--- config.mk ---
export PLATFORM = sky130hd
export DESIGN_NAME = regfile_mp
export DESIGN_NICKNAME = d
export VERILOG_FILES = /design/src/rtl/regfile_pkg.sv /design/src/rtl/regfile_scoreboard.sv /design/src/rtl/regfile_mp.sv
export SDC_FILE = /design/constraint.sdc
export NUM_CORES = 2
export LEC_CHECK = 0
export CELL_PAD_IN_SITES_DETAIL_PLACEMENT = 0
export CELL_PAD_IN_SITES_GLOBAL_PLACEMENT = 1
export CORE_MARGIN = 1.5
export CORE_UTILIZATION = 40
export CTS_CLUSTER_DIAMETER = 50
export DETAILED_ROUTE_END_ITERATION = 8
export DONT_BUFFER_PORTS = 1
export PLACE_DENSITY_LB_ADDON = 0.25
export SKIP_LAST_GASP = 1
export SLEW_MARGIN = 20
export SYNTH_ARGS = -nofsm -noshare
export SYNTH_HDL_FRONTEND = slang
export SYNTH_SLANG_ARGS = --single-unit
--- constraint.sdc ---
create_clock -name clk -period 4.4 [get_ports clk]
set_clock_uncertainty 0.05 [all_clocks]
set_input_delay 0 -clock clk [delete_from_list [all_inputs] [get_ports clk]]
set_output_delay 0 -clock clk [all_outputs]
set_load 0.01 [all_outputs]
--- src/rtl/regfile_pkg.sv ---
// regfile_pkg: shared constants and helpers for the rv32im multi-port register file.
//   - ABI register indices (x0..x4)
//   - default reset values for sp/gp
//   - win_port(): picks the priority write port from a per-port hit vector
package regfile_pkg;

    localparam int REG_ZERO = 0;
    localparam int REG_RA   = 1;
    localparam int REG_SP   = 2;
    localparam int REG_GP   = 3;
    localparam int REG_TP   = 4;

    localparam logic [31:0] SP_RESET_DEFAULT = 32'h7ffffff0;
    localparam logic [31:0] GP_RESET_DEFAULT = 32'h10000000;

    // Upper bound on write ports handled by win_port().
    localparam int MAX_PORTS = 32;

    // Highest-indexed set bit wins. Returns 0 when nothing hits, so callers
    // must qualify the result with |hits.
    function automatic int win_port(input logic [MAX_PORTS-1:0] hits);
        int w;
        w = 0;
        for (int i = 0; i < MAX_PORTS; i++)
            if (hits[i]) w = i;
        return w;
    endfunction

endpackage

--- src/rtl/regfile_scoreboard.sv ---
// regfile_scoreboard: one busy bit per architectural register.
//   clk, reset_n   : clock, synchronous active-low reset
//   alloc_en/addr  : mark a destination pending (x0 ignored)
//   wr_clr         : registers written this cycle (clears their busy bit)
//   flush          : clear every busy bit, drops a same-cycle alloc
//   busy_vec       : registered busy bits, bit 0 forced 0
//   busy_count     : population count of busy_vec
module regfile_scoreboard #(
    parameter  int NREGS = 32,
    localparam int AW    = $clog2(NREGS)
) (
    input  logic             clk,
    input  logic             reset_n,
    input  logic             alloc_en,
    input  logic [AW-1:0]    alloc_addr,
    input  logic [NREGS-1:0] wr_clr,
    input  logic             flush,
    output logic [NREGS-1:0] busy_vec,
    output logic [AW:0]      busy_count
);

    logic [NREGS-1:0] alloc_vec;
    logic [NREGS-1:0] busy_nxt;

    // Alloc is applied after the write clear so a new producer issued in the
    // same cycle as the old one retiring keeps the register pending.
    always_comb begin
        alloc_vec = '0;
        if (alloc_en) alloc_vec[alloc_addr] = 1'b1;
        busy_nxt    = flush ? '0 : ((busy_vec & ~wr_clr) | alloc_vec);
        busy_nxt[0] = 1'b0;
    end

    always_ff @(posedge clk) begin
        if (!reset_n) busy_vec <= '0;
        else          busy_vec <= busy_nxt;
    end

    always_comb begin
        busy_count = '0;
        for (int r = 0; r < NREGS; r++)
            busy_count = busy_count + {{AW{1'b0}}, busy_vec[r]};
    end

endmodule

--- src/rtl/regfile_mp.sv ---
// regfile_mp: parametrised multi-port integer register file with write-back
// scoreboard.
//   clk, reset_n          : clock, synchronous active-low reset
//   rs_addr/rs_data/rs_busy: NREAD combinational read ports
//   wr_en/wr_addr/wr_data : NWRITE write-back ports, highest index wins
//   alloc_en/alloc_addr   : mark destination pending
//   flush                 : clear all busy bits
//   busy_vec/busy_count   : registered scoreboard state
// Build option: define REGFILE_BYPASS_EN to forward same-cycle write data and
// busy clears onto the read ports.
module regfile_mp
    import regfile_pkg::*;
#(
    parameter  int              XLEN     = 32,
    parameter  int              NREGS    = 32,
    parameter  int              NREAD    = 2,
    parameter  int              NWRITE   = 2,
    parameter  logic [XLEN-1:0] SP_RESET = XLEN'(SP_RESET_DEFAULT),
    parameter  logic [XLEN-1:0] GP_RESET = XLEN'(GP_RESET_DEFAULT),
    localparam int              AW       = $clog2(NREGS)
) (
    input  logic                         clk,
    input  logic                         reset_n,
    input  logic [NREAD-1:0][AW-1:0]     rs_addr,
    output logic [NREAD-1:0][XLEN-1:0]   rs_data,
    output logic [NREAD-1:0]             rs_busy,
    input  logic [NWRITE-1:0]            wr_en,
    input  logic [NWRITE-1:0][AW-1:0]    wr_addr,
    input  logic [NWRITE-1:0][XLEN-1:0]  wr_data,
    input  logic                         alloc_en,
    input  logic [AW-1:0]                alloc_addr,
    input  logic                         flush,
    output logic [NREGS-1:0]             busy_vec,
    output logic [AW:0]                  busy_count
);

    localparam int PW = (NWRITE > 1) ? $clog2(NWRITE) : 1;

    logic [NREGS-1:0][XLEN-1:0] regs;
    logic [NREGS-1:0]           wr_clr;  // register written this cycle
    logic [NREGS-1:1][XLEN-1:0] wr_val;  // winning port's data per register

    // Per-register write arbitration; x0 has no write path at all.
    assign wr_clr[0] = 1'b0;
    for (genvar r = 1; r < NREGS; r++) begin : g_wr
        logic [MAX_PORTS-1:0] hits;
        logic [PW-1:0]        win;
        always_comb begin
            hits = '0;
            for (int i = 0; i < NWRITE; i++)
                hits[i] = wr_en[i] && (wr_addr[i] == AW'(r));
        end
        assign win       = PW'(win_port(hits));
        assign wr_clr[r] = |hits;
        assign wr_val[r] = wr_data[win];
    end

    always_ff @(posedge clk) begin
        if (!reset_n) begin
            for (int r = 0; r < NREGS; r++)
                regs[r] <= (r == REG_SP) ? SP_RESET :
                           (r == REG_GP) ? GP_RESET : '0;
        end else begin
            for (int r = 1; r < NREGS; r++)
                if (wr_clr[r]) regs[r] <= wr_val[r];
        end
    end

    regfile_scoreboard #(.NREGS(NREGS)) u_sb (
        .clk        (clk),
        .reset_n    (reset_n),
        .alloc_en   (alloc_en),
        .alloc_addr (alloc_addr),
        .wr_clr     (wr_clr),
        .flush      (flush),
        .busy_vec   (busy_vec),
        .busy_count (busy_count)
    );

    for (genvar j = 0; j < NREAD; j++) begin : g_rd
        logic [AW-1:0] a;
        assign a = rs_addr[j];
`ifdef REGFILE_BYPASS_EN
        logic [MAX_PORTS-1:0] hits;
        logic [PW-1:0]        win;
        logic                 hit;
        always_comb begin
            hits = '0;
            for (int i = 0; i < NWRITE; i++)
                hits[i] = wr_en[i] && (wr_addr[i] == a);
        end
        assign win = PW'(win_port(hits));
        assign hit = (|hits) && (a != '0);
        assign rs_data[j] = (a == '0) ? '0 : hit ? wr_data[win] : regs[a];
        // A same-cycle alloc re-arms the bit, so only forward the clear
        // when no new producer targets this register.
        assign rs_busy[j] = (hit && !(alloc_en && alloc_addr == a)) ? 1'b0 : busy_vec[a];
`else
        assign rs_data[j] = (a == '0) ? '0 : regs[a];
        assign rs_busy[j] = busy_vec[a];
`endif
    end

endmodule

==> flow_summary_export.csv <==
group,metric,value,unit
synthesis,netlist_area,0.0625,mm^2
global_route,grt_pass1_vias,57061,
clocking,clock_sinks,1023,
global_route,grt-ovfl-total,0,
finish,fin_util,0.469,
clocking,cts_root_buffer,"clkbuf_16",
floorplan,die_x,398,um
worst_setup_path,start_kind,"flop",
floorplan,core_area,0.155,mm^2
synthesis,synth-edff-count,0,
finish,final_nets,6719,
detailed_routing,drc,0,
global_route,antenna_found_initial,10,
power,p_sw_frac,0.266,
worst_setup_path,crit_top_cell,"fa_1",
synthesis,netlist-cell-type-count,51,
sta,fin_tns_setup,-5.02,ns
power,powerDensity,337,mW/mm^2
run_status,outcome,"complete, but fails checks",
synthesis,yosys.area.top_type_share,0.327,
floorplan,chipHeight,398,um
placement,dp_cells,8151,
clocking,clock_path_buffers,3,
power,combPwrFrac,0.097,
power,ir_drop,0.422,mV
synthesis,synth-main-ff-cell,"dfxtp_1",
finish,drive_gt1_frac,0.166,
clocking,cts_buffers,146,
floorplan,io_pins,199,
worst_setup_path,path_delay_family,"adder cells",
min_path,hold_class,"input pin to flop",
power,p_int,17.9,mW
global_route,grtUsageTotal,0.374,
clocking,clk_latency,0.79,ns
synthesis,syn-num-nets,6986,
worst_setup_path,worst_setup_path_end_kind,"primary output",
sta,fin_crit_sh,1.23,
sta,final_period_minus_worst_setup_slack,5.39,ns
detailed_routing,routedWlPerCell,34.8,um
detailed_routing,first_pass_iters,7,
sta,whs,0.0571,ns
sta,slew_viol_final,0,
synthesis,async_flop_share,0,
placement,hpwl,156,mm
detailed_routing,viasPerCell,6.92,
detailed_routing,drt-initial-drc-count,8967,
worst_setup_path,arrival,5.34,ns
synthesis,yosys-top-cells-count,"nor2_1, dfxtp_1, nand2_1",
sta,setup_slack,-0.992,ns
sta,setup_viol,6,
power,p_sw,6.50,mW
finish,area_growth,15.9,%
synthesis,syn-mean-instance-area,9.12,um^2
global_route,grt_pass1_wl,432,mm
worst_setup_path,critPathKind,"flop to primary output",
clocking,cts_tree,"yes",
worst_setup_path,worstPathCellList,"inv_2 -> fa_1 -> fa_1 -> inv_1 -> fa_1 -> inv_2 -> fa_1 -> fa_1 -> fa_1 -> fa_1 -> inv_2 -> fa_2 -> a21o_1 -> a21oi_2 -> xnor2_2",
synthesis,ys_seq_elements,1023,
synthesis,synth_area_leaders,"dfxtp_1, mux4_2, mux2i_1",
placement,portBuffers,0,
clocking,cts_max_level,4,
worst_setup_path,required,4.35,ns
power,p_leak,24.9,nW
flow_run,maxCapViolCount,0,
synthesis,yosysMostFrequentCell,"nor2_1",
floorplan,initial_core_util,0.405,
placement,place_area,0.0633,mm^2
detailed_routing,drt_wl_total,305,mm
power,power_frac_seq,0.392,
finish,finalInstanceArea,0.0725,mm^2
finish,seq_area,0.0205,mm^2
clocking,path_clk_slew,0.06,ns
sta,final-hold-violation-count,0,
worst_setup_path,crit_slowest_cell,"fa_1",
floorplan,placementRows,144,
worst_setup_path,crit_path_max_incr_delay,0.52,ns
finish,nFillCells,14451,
run_status,violations,"setup timing",
floorplan,die_area,0.159,mm^2
sta,rsz0062_at_grt,"yes",
finish,fin_cells,8770,
detailed_routing,vias,60696,
finish,multi_input_area,0.0387,mm^2
sta,max_freq,185,MHz
sta,worst_pin_slew,1.36,ns
worst_setup_path,crit_path_max_fanout,2,
detailed_routing,ant_nets,0,
synthesis,yosys_warnings,0,
synthesis,ys_seq_area_frac,0.327,
synthesis,yosysTopAreaCell,"dfxtp_1",
sta,relSlewSlack,0.0911,
worst_setup_path,timing.critical_path.buf_inv,4,
global_route,grt_start_max_net_pins,266,
placement,gp_congestion,0.889,
power,clockPowerShare,0.511,
synthesis,syn_inst,6861,
-- registers in the layout (all words and copies together) (netlist names) --
register and flops:
regs 992, u_sb.busy_vec 31
-- stage by stage --
| stage | setup slack [ns] | total power, mW |
|---|---|---|
| 6_report | -0.992 | 24.4 |
| 5_1_grt | -1.17 | 24.9 |
| 4_1_cts | -1.02 | 24.4 |
| 3_5_place_dp | -0.248 | 11.5 |
| 3_3_place_gp | -0.202 | 11.5 |
| 2_1_floorplan | -0.0680 | 11.4 |
-- worst reg2reg max path, cell delays in order (launching register included) --
cell and delay (ns):
dfxtp_1 0.47, inv_1 0.18, a211oi_1 0.29, a21oi_1 0.07, dlygate4sd3_1 0.58, nor2_1 0.08, dlygate4sd3_1 0.54
-- worst paths after layout --
path                                startpoint                            to  slack [ns]  cells after the start
hold / removal                   alloc_addr[2]   u_sb.busy_vec[8]$_SDFF_PP0_        0.06                      4
setup / recovery  u_sb.busy_vec[26]$_SDFF_PP0_                 busy_count[4]       -0.99                     15
hold reg to reg         regs[188]$_SDFFE_PN0P_        regs[188]$_SDFFE_PN0P_        0.45                      2
setup reg to reg  u_sb.busy_vec[11]$_SDFF_PP0_  u_sb.busy_vec[11]$_SDFF_PP0_        2.09                      6
-- cell type report --
class                   count  share of cell area
well taps                2044              0.0353
clock buffers             199              0.0580
multi-input cells        4883               0.535
repair buffers            490              0.0748
inverters                  50             0.00269
clock inverters            64              0.0113
flip-flops and latches   1023               0.283
diodes                     17            0.000587
-- power by group through the flow --
stage	registers [mW]	logic (mW)	clock network [mW]
after CTS	9.58	2.29	12.5
after floorplan	9.73	1.63	0
after global routing	9.60	2.43	12.9
after detailed placement	9.78	1.70	0
final	9.59	2.37	12.5
after global placement	9.77	1.68	0
-- cells in the final DEF (no fill, tap or decap), types with 64 or more instances in the layout --
cell / Yosys / routed
dlygate4sd3_1: 0 / 272
a211oi_1: 536 / 536
o21ai_0: 106 / 106
buf_12: 0 / 82
mux2_2: 98 / 98
dfxtp_1: 1023 / 1018
a21oi_1: 65 / 64
nand3_1: 353 / 352
buf_4: 35 / 133
nor2_1: 1075 / 1062
nand2_1: 690 / 644
mux2i_1: 659 / 659
mux4_2: 448 / 448
clkbuf_16: 0 / 148
a311oi_1: 450 / 450
-- metal layers --
metal / up-vias / GRT usage / part of all wire
met5: - / 0 / 0.000075
met4: 4 / 0.212 / 0.064
met3: 979 / 0.0961 / 0.12
met2: 4348 / 0.555 / 0.43
met1: 30238 / 0.493 / 0.39
li1: 25127 / - / -
-- cells by family (layout without fill, tap and decap cells) --
family          count (synthesis)  count (layout)  share of synthesized area
fa+ha+maj                      30              30                    0.00876
flops                        1023            1023                      0.327
xor+xnor                        3               3                   0.000420
buf+inv                       955             803                     0.0621
simple gates                 2293            2293                      0.152
other cells                     1              18                  0.0000600
compound gates               1351            1351                      0.165
mux                          1205            1205                      0.284
-- repair_timing --
item                                    4_1_cts  5_1_grt
gates resized for setup                       2        2
hold endpoints to repair                   1023        0
gates cloned                                  0        0
endpoints found under the setup margin        6        6
pin swaps                                     5        1
buffers inserted                              0        1
hold buffers                                337        0
No activity file was read; power rests on OpenSTA's default activity.
